==> src/rtl/lock_scheduler_if.sv <==
// Command/ACK stream bundle between accelerators and the lock scheduler.
// Signal names match the original flat port list so callers map one-to-one.
interface lock_scheduler_if #(
  parameter int ACC_BITS = 4
);
  logic [63:0]         inStream_TDATA;
  logic                inStream_TVALID;
  logic [ACC_BITS-1:0] inStream_TID;
  logic                inStream_TREADY;
  logic [7:0]          outStream_TDATA;
  logic                outStream_TVALID;
  logic                outStream_TREADY;
  logic [ACC_BITS-1:0] outStream_TDEST;

  modport master (
    output inStream_TDATA, inStream_TVALID, inStream_TID, outStream_TREADY,
    input  inStream_TREADY, outStream_TDATA, outStream_TVALID, outStream_TDEST
  );

  modport slave (
    input  inStream_TDATA, inStream_TVALID, inStream_TID, outStream_TREADY,
    output inStream_TREADY, outStream_TDATA, outStream_TVALID, outStream_TDEST
  );
endinterface

==> src/rtl/lock_scheduler.sv <==
// Per-lock ownership with deferred grants: waiters are queued in a bitmap and
// the next owner is picked round-robin after the releasing owner.
module lock_scheduler #(
  parameter int MAX_ACCS  = 16,
  parameter int NUM_LOCKS = 4
) (
  input logic             clk,
  input logic             rst,
  lock_scheduler_if.slave bus
);
  localparam int ACC_BITS     = $clog2(MAX_ACCS);
  localparam int CMD_TYPE_L   = 0;
  localparam int CMD_TYPE_H   = 7;
  localparam int LOCK_ID_L    = 32;
  localparam int LOCK_ID_H    = 39;
  localparam int LOCK_ID_BITS = LOCK_ID_H - LOCK_ID_L + 1;
  localparam int LIDX_W       = (NUM_LOCKS > 1) ? $clog2(NUM_LOCKS) : 1;

  localparam logic [7:0] CMD_LOCK_CODE   = 8'h04;
  localparam logic [7:0] CMD_UNLOCK_CODE = 8'h05;
  localparam logic [7:0] ACK_REJECT_CODE = 8'h00;
  localparam logic [7:0] ACK_OK_CODE     = 8'h01;

  typedef enum logic [1:0] {
    READ_HEADER,
    DECODE,
    SCAN,
    SEND_ACK
  } state_t;

  state_t                    state;
  logic [ACC_BITS-1:0]       req_tid;
  logic [7:0]                req_cmd;
  logic [LOCK_ID_BITS-1:0]   req_lid;
  logic                      busy    [NUM_LOCKS];
  logic [ACC_BITS-1:0]       owner   [NUM_LOCKS];
  logic [MAX_ACCS-1:0]       waiters [NUM_LOCKS];
  logic [7:0]                out_data;
  logic [ACC_BITS-1:0]       out_dest;
  logic                      out_valid;

  logic [LIDX_W-1:0]         lidx;
  logic                      lid_ok;
  logic                      cur_busy;
  logic [ACC_BITS-1:0]       cur_owner;
  logic [MAX_ACCS-1:0]       cur_waiters;
  logic [ACC_BITS-1:0]       rr_sel;
  logic [ACC_BITS-1:0]       cand;
  logic                      rr_found;

  assign lidx        = req_lid[LIDX_W-1:0];
  assign lid_ok      = {1'b0, req_lid} < (LOCK_ID_BITS + 1)'(NUM_LOCKS);
  assign cur_busy    = busy[lidx];
  assign cur_owner   = owner[lidx];
  assign cur_waiters = waiters[lidx];

  // Search starts one past the current owner so the releasing owner's
  // neighbours are served first; the owner itself is never a waiter.
  always_comb begin
    rr_sel   = '0;
    rr_found = 1'b0;
    cand     = '0;
    for (int unsigned i = 1; i <= MAX_ACCS; i++) begin
      cand = ACC_BITS'((32'(cur_owner) + i) % MAX_ACCS);
      if (!rr_found && cur_waiters[cand]) begin
        rr_found = 1'b1;
        rr_sel   = cand;
      end
    end
  end

  // Ready is decoded from state and masked by rst so it reads 0 during reset
  // and 1 in the very first cycle after release.
  assign bus.inStream_TREADY  = (state == READ_HEADER) && !rst;
  assign bus.outStream_TDATA  = out_data;
  assign bus.outStream_TDEST  = out_dest;
  assign bus.outStream_TVALID = out_valid;

  always_ff @(posedge clk or posedge rst) begin
    if (rst) begin
      state     <= READ_HEADER;
      req_tid   <= '0;
      req_cmd   <= '0;
      req_lid   <= '0;
      out_data  <= '0;
      out_dest  <= '0;
      out_valid <= 1'b0;
      for (int unsigned i = 0; i < NUM_LOCKS; i++) begin
        busy[i]    <= 1'b0;
        owner[i]   <= '0;
        waiters[i] <= '0;
      end
    end else begin
      case (state)
        READ_HEADER: begin
          if (bus.inStream_TVALID) begin
            req_tid <= bus.inStream_TID;
            req_cmd <= bus.inStream_TDATA[CMD_TYPE_H:CMD_TYPE_L];
            req_lid <= bus.inStream_TDATA[LOCK_ID_H:LOCK_ID_L];
            state   <= DECODE;
          end
        end

        DECODE: begin
          state <= READ_HEADER;
          if (!lid_ok) begin
            if (req_cmd == CMD_LOCK_CODE) begin
              out_data  <= ACK_REJECT_CODE;
              out_dest  <= req_tid;
              out_valid <= 1'b1;
              state     <= SEND_ACK;
            end
          end else if (req_cmd == CMD_LOCK_CODE) begin
            if (!cur_busy) begin
              busy[lidx]  <= 1'b1;
              owner[lidx] <= req_tid;
              out_data    <= ACK_OK_CODE;
              out_dest    <= req_tid;
              out_valid   <= 1'b1;
              state       <= SEND_ACK;
            end else if (cur_owner == req_tid) begin
              out_data  <= ACK_REJECT_CODE;
              out_dest  <= req_tid;
              out_valid <= 1'b1;
              state     <= SEND_ACK;
            end else begin
              waiters[lidx][req_tid] <= 1'b1;
            end
          end else if (req_cmd == CMD_UNLOCK_CODE && cur_busy && cur_owner == req_tid) begin
            if (cur_waiters == '0) begin
              busy[lidx] <= 1'b0;
            end else begin
              state <= SCAN;
            end
          end
        end

        SCAN: begin
          waiters[lidx][rr_sel] <= 1'b0;
          owner[lidx]           <= rr_sel;
          out_data              <= ACK_OK_CODE;
          out_dest              <= rr_sel;
          out_valid             <= 1'b1;
          state                 <= SEND_ACK;
        end

        SEND_ACK: begin
          if (bus.outStream_TREADY) begin
            out_valid <= 1'b0;
            state     <= READ_HEADER;
          end
        end

        default: state <= READ_HEADER;
      endcase
    end
  end
endmodule

==> src/flat_wrapper.sv <==
// flat-port wrapper written by rule: the top's interface ports become plain ports
module lock_scheduler_flat 
#(
  parameter int MAX_ACCS  = 16,
  parameter int NUM_LOCKS = 4
)
  (clk, rst, bus_inStream_TDATA, bus_inStream_TVALID, bus_inStream_TID, bus_outStream_TREADY, bus_inStream_TREADY, bus_outStream_TDATA, bus_outStream_TVALID, bus_outStream_TDEST);
  lock_scheduler_if #(.ACC_BITS(4)) bus_i ();
  input logic clk;
  input logic rst;
  input wire logic [$bits(bus_i.inStream_TDATA)-1:0] bus_inStream_TDATA;
  input wire logic [$bits(bus_i.inStream_TVALID)-1:0] bus_inStream_TVALID;
  input wire logic [$bits(bus_i.inStream_TID)-1:0] bus_inStream_TID;
  input wire logic [$bits(bus_i.outStream_TREADY)-1:0] bus_outStream_TREADY;
  output wire logic [$bits(bus_i.inStream_TREADY)-1:0] bus_inStream_TREADY;
  output wire logic [$bits(bus_i.outStream_TDATA)-1:0] bus_outStream_TDATA;
  output wire logic [$bits(bus_i.outStream_TVALID)-1:0] bus_outStream_TVALID;
  output wire logic [$bits(bus_i.outStream_TDEST)-1:0] bus_outStream_TDEST;
  assign bus_i.inStream_TDATA = bus_inStream_TDATA;
  assign bus_i.inStream_TVALID = bus_inStream_TVALID;
  assign bus_i.inStream_TID = bus_inStream_TID;
  assign bus_i.outStream_TREADY = bus_outStream_TREADY;
  assign bus_inStream_TREADY = bus_i.inStream_TREADY;
  assign bus_outStream_TDATA = bus_i.outStream_TDATA;
  assign bus_outStream_TVALID = bus_i.outStream_TVALID;
  assign bus_outStream_TDEST = bus_i.outStream_TDEST;
  lock_scheduler #(.MAX_ACCS(MAX_ACCS), .NUM_LOCKS(NUM_LOCKS)) u_core (.clk(clk), .rst(rst), .bus(bus_i));
endmodule
==> config.mk <==
export PLATFORM = sky130hd
export DESIGN_NAME = lock_scheduler_flat
export DESIGN_NICKNAME = d
export VERILOG_FILES = /design/src/rtl/lock_scheduler_if.sv /design/src/rtl/lock_scheduler.sv /design/src/flat_wrapper.sv
export SDC_FILE = /design/constraint.sdc
export NUM_CORES = 1
export LEC_CHECK = 0
export ABC_AREA = 1
export CAP_MARGIN = 30
export CORE_UTILIZATION = 53
export CTS_CLUSTER_SIZE = 10
export DETAILED_ROUTE_END_ITERATION = 7
export GPL_TIMING_DRIVEN = 0
export PLACE_DENSITY = 0.85
export RECOVER_POWER = 25
export SYNTH_ARGS = -nofsm -noshare
export SYNTH_HDL_FRONTEND = slang
export SYNTH_SLANG_ARGS = --single-unit
==> constraint.sdc <==
create_clock -name clk -period 3.91 [get_ports clk]
set_input_delay 0.782 -clock clk [delete_from_list [all_inputs] [get_ports clk]]
set_output_delay 0.782 -clock clk [all_outputs]
set_load 0.05 [all_outputs]
Word-level counts from Yosys, hierarchy flattened
Cells that the tools add are included.

storage, ports and cells
  logic and storage cells = 258
  input port bits = 72
  bits in registers = 119
  output and inout port bits = 14

cells by class
  magnitude comparators = 23
  reduce and logical (&&, ||, !) cells = 50
  bitwise operators = 7
  mux-type cells = 128
  equality and inequality tests = 15
  add/subtract/negate cells = 16

operators by type and width
  operator             count
  $mux 64              4
  $pmux 64 s2          1
  $mux 16              7
  $mux 4               28
  $lt 4x5->1 const B   18
  $and 64x64->64       1
  $bmux 1 s4           16
  $demux 16 s2         2
  $not 64->64          1
  $or 64x64->64        1
  $mux 1               42
  $mux 8               5
  $add 4x4->4 const B  8
  $bmux 16 s2          1
  $bwmux 16            2
  $pmux 16 s2          1
  $logic_and 1x1->1    21
  $mux 2               9
  $add 4x3->4 const B  4
  $eq 8x3->1 const B   2
  $logic_not 1->1      16
  $logic_not 16->1     1
  $pmux 8 s2           1
  $ne 2x2->1 const B   5
  30 further kinds     42

Depth between registers and ports, before layout
  depth after elaboration = 62
  gate-level depth with buffers = 34
  mapped depth without buffers = 31

Worst setup path after synthesis
No wires, ideal clock.

  path type = flip-flop to flip-flop
  start point = reg u_core.req_lid[1]
  end point = reg u_core.waiters[53] (netlist name)
  cell stages (with the launch flop) = 30
  period minus slack after synthesis = 4.019 ns
  path buffers = 4
  arrival time = 3.903 ns
  path slack = -0.109 ns
  setup time = 0.116 ns
  data required time = 3.794 ns
  cells stage by stage = dfrtp_1 buf_4 nor2_4 nand2_1 nand2_1 nor2_4 buf_4 ha_1 inv_1 clkbuf_1 nand3_1 nand3_1 nand3_1 nand2_2 nand4_4 nor2_4 nand4_4 nor2_8 nand3_4 nor2_8 nand3_1 nand2_1 nand2_2 nand2_8 inv_4 nor2_8 buf_6 nand3_1 nand2_1 nand2_1

between the ends
  cells in the longest elaborated chain, start to end = 62
  elaborated cells between the ends (all ways) = 145
  classes of those cells = add/sub: 16; order compare: 5; eq/ne: 4; mux: 83; bitwise: 4; reduce/logical: 33

ends and longest elaborated chain
  item                                        RTL line               text
  start, declared                             lock_scheduler.sv:34   logic [LOCK_ID_BITS-1:0] req_lid;
  start signal, assigned                      lock_scheduler.sv:99   req_lid <= bus.inStream_TDATA[LOCK_ID_H:LOCK_ID_L];
  $not 2->3 (not written as such)             n/a
  $bmux 4 s2                                  lock_scheduler.sv:54   assign cur_owner = owner[lidx];
  $mux 4 (not written as such) (2 in series)  lock_scheduler.sv:54
  $add 4x1->4                                 lock_scheduler.sv:64   cand = ACC_BITS'((32'(cur_owner) + i) % MAX_ACCS);
  $bmux 1 s4                                  lock_scheduler.sv:65   if (!rr_found && cur_waiters[cand]) begin
  $mux 1 (not written as such)                lock_scheduler.sv:65
  $mux 1                                      lock_scheduler.sv:65
  $logic_not 1->1                             lock_scheduler.sv:65
  [45 not listed]                             n/a
  $logic_and 1x1->1 (not written as such)     lock_scheduler.sv:139  waiters[lidx][rr_sel] <= 1'b0;
  $mux 1 (not written as such)                lock_scheduler.sv:139
  $demux 1 s4                                 n/a
  $mux 16 (not written as such)               lock_scheduler.sv:139
  $demux 16 s2                                lock_scheduler.sv:139
  $not 64->64 (no source line)                n/a
  $and 64x64->64 (no source line)             n/a
  $pmux 64 s2                                 lock_scheduler.sv:94   case (state)
  end signal, assigned by index               lock_scheduler.sv:91   waiters[i] <= '0;
  end signal, assigned by index               lock_scheduler.sv:127  waiters[lidx][req_tid] <= 1'b1;
  end signal, assigned by index               lock_scheduler.sv:139
  end, declared                               lock_scheduler.sv:37   logic [MAX_ACCS-1:0] waiters [NUM_LOCKS];

Parallel ways exist; a longest one is shown, timed or not. The select of a mux whose other input is x is not followed.
A chain may end at the register's enable or synchronous reset.

Worst setup path in the final report
  start point = reg u_core.req_lid[1]
  end point = reg u_core.waiters[17] (netlist name)

Same word-level chain as after synthesis.

==> flow_summary.toml <==
[outcome]
status = "finished with violations"
failed_checks = "design-rule violations, max-capacitance violations, max-slew violations, negative setup slack"

[synthesis]
synth_common_cells = "nand2_1 (338), nand3_1 (177), inv_1 (130)"
yosysTopAreaCellShare = 0.335
synthesis.area_um2 = 8370
synth-seq-cells = 112
yosysTopAreaCell = "dfrtp_1"
yosysMostFrequentCell = "nand2_1"
synth-edff-count = 0
yosysSeqAreaShare = 0.335
ys.flop_type = "dfrtp_1"
synth_area_per_cell_um2 = 6.92
yosysWarnings = 0
synthArstFlopShare = 1.00
synth_area_leaders = "dfrtp_1 (33%), nand2_1 (15%), nand3_1 (11%)"
synth_cells = 1211
yosysUniqueCellTypes = 56

[grt]
antenna_found_initial = 1
grt_pass1_vias = 8518
grt_pass1_wl_um = 44500
grt_use_total = 0.355
grt_max_degree = 60
grt_overflow = 0

[worst_setup_path]
crit_type = "register to register"
path_delay_family = "simple AND/OR/NAND/NOR gates"
worstPathBufferInverterCount = 6
path_max_fanout = 10
cp_slowest_stage_delay_ns = 0.51
required_ns = 4.16
arrival_ns = 4.65
end_kind = "register"
crit_path_top_delay_cell = "dfrtp_2"
start_kind = "register"

[timing]
hold_ws_ns = 0.487
drv_slew = 59
finalSetupViolCount = 84
layout_min_cycle_time_ns = 4.40
worst_slack_ns = -0.495
post-route-period-util = 1.13
max_slew.worst_pin.slew_ns = 2.33
max_slew_margin = -0.554
fin_worst_skew_ns = 0.0157
final-hold-violation-count = 0
fmax_mhz = 227
rsz0062_at_grt = "true"

[floorplan]
start_util = 0.547
die_w_um = 128
coreArea_um2 = 15300
row_count = 45
fp.dieH_um = 128
dieArea_um2 = 16300
ios = 86

[place]
dp_hpwl_um = 19400
port_buffers = 30
post-place-ws_ns = -0.933
gp_congestion = 1.01

[drt]
drt-wirelength-per-cell_um = 20.7
drt-total-wl_um = 31700
final_antenna_net_count = 0
dr.pass1.iters = 8
drt_iter0_drc = 1943
drc = 27
num_vias = 9698
vias_per_cell = 6.34

[clocking]
cts_made_buffers = 9
h-tree-depth = 3
cts_root_buffer = "clkbuf_16"
clk_pin_slew_worst_paths_ns = 0.07
clock_path_buffers = 2
clock_sinks = 112
hold_buffers = 0
cts_tree = "built"
worstSkewPairLatency_ns = 0.37

[run]
maxCapViolations = 1

[finish]
drive_gt1_frac = 0.234
syn_to_final_growth_pct = 27.6
fin_nets = 1398

[hold_path]
min_path_type = "register to register"
-- cells in the final DEF (no fill, tap or decap), drive strengths merged, types with 7 or more instances in the layout --
| master | Yosys | layout |
|---|---|---|
| a21oi | 55 | 55 |
| xor2 | 8 | 8 |
| conb | 1 | 7 |
| buf | 32 | 84 |
| dfrtp | 112 | 112 |
| o21ai | 47 | 47 |
| clkdlybuf4s50 | 0 | 29 |
| mux2 | 9 | 9 |
| nor3 | 8 | 8 |
| nand4 | 28 | 28 |
| nor2 | 124 | 126 |
| nand3 | 181 | 181 |
| a31o | 8 | 8 |
| inv | 142 | 145 |
| o21bai | 24 | 24 |
| clkbuf | 14 | 25 |
| a31oi | 12 | 12 |
| nand2 | 351 | 351 |
| ha | 13 | 13 |
-- layer usage --
layer / share of wire / global-route usage / vias up / routed length, um
met5: 0 / 0 / - / 0
met4: 0.081 / 0.210 / 0 / 2590
met3: 0.14 / 0.0856 / 306 / 4410
met2: 0.43 / 0.554 / 854 / 13800
met1: 0.34 / 0.450 / 4383 / 10900
li1: - / - / 4155 / -
-- stage by stage --
step | std cells | utilization | setup TNS (ns) | area [um2]
floorplan | 1217 | - | 0 | 8420
global placement | 1458 | 0.586 | -212.39 | 8980
detailed placement | 1459 | 0.588 | -66.56 | 9010
CTS | 1506 | 0.657 | -2.53 | 10100
global route | 1530 | 0.698 | -68.02 | 10700
finish | 1530 | 0.698 | -34.62 | 10700
-- sequential cells by signal, indices dropped and copies added, names as in the netlist, named ones only --
| name | count |
|---|---|
| u_core.bus.outStream_TDEST | 4 |
| u_core.state | 1 |
| u_core.req_lid | 8 |
| u_core.bus.outStream_TDATA | 1 |
| u_core.bus.outStream_TVALID | 1 |
| u_core.owner | 16 |
| u_core.req_tid | 4 |
| u_core.waiters | 64 |
| u_core.req_cmd | 8 |
-- cells by family (layout without fill, tap and decap cells) --
| logic type | after synthesis | count (layout) | synth area share |
|---|---|---|---|
| AO/OA/AOI/OAI | 162 | 162 | 0.117 |
| XOR/XNOR | 13 | 13 | 0.0163 |
| adder cells (fa/ha/maj) | 13 | 13 | 0.0194 |
| buffers and inverters | 192 | 291 | 0.103 |
| flip-flops | 112 | 112 | 0.335 |
| multiplexers | 13 | 13 | 0.0169 |
| other | 1 | 8 | 0.000448 |
| AND/OR/NAND/NOR | 705 | 707 | 0.392 |
-- final timing paths --
| path | start | slack (ns) | cells past startpoint | to |
|---|---|---|---|---|
| setup reg to reg | u_core.req_lid[1] | -0.49 | 28 | u_core.waiters[17] |
| hold / removal | u_core.waiters[1] | 0.49 | 2 | u_core.waiters[1] |
| setup / recovery | u_core.req_lid[1] | -0.49 | 28 | u_core.waiters[17] |
| max in group asynchronous | rst | 0.72 | 2 | u_core.req_lid[1] |
| hold reg to reg | u_core.waiters[1] | 0.49 | 2 | u_core.waiters[1] |
| min in group asynchronous | rst | 1.68 | 2 | asynchronous set/reset pin |
-- worst reg2reg max path: cells and delay by family (launching register included) --
kind                   cells  cell delay, ns
AND/OR/NAND/NOR           22            2.99
buffers and inverters      6            0.81
flip-flops                 1            0.51
-- area by class of cell --
cell class / instances / area, um2
antenna: 1 / 2.50
buffer: 46 / 428
clock buffer: 10 / 239
clock inverter: 6 / 83.8
fill: 1152 / 4630
inverter: 146 / 589
multi-input combinational: 915 / 5480
sequential: 112 / 2810
tap: 211 / 264
timing repair buffer: 83 / 791
-- what timing repair did --
| action | CTS | global route |
|---|---|---|
| setup buffers | 29 | 19 |
| hold endpoints to repair | 0 | 0 |
| endpoints found under the setup margin | 84 | 84 |
| pin swaps | 39 | 35 |
| gates cloned | 2 | 4 |
| gates resized for setup | 124 | 102 |
Power is left out: the tool's default activity adds up to more than one toggle a clock period on the data nets, which glitch-free logic cannot reach.
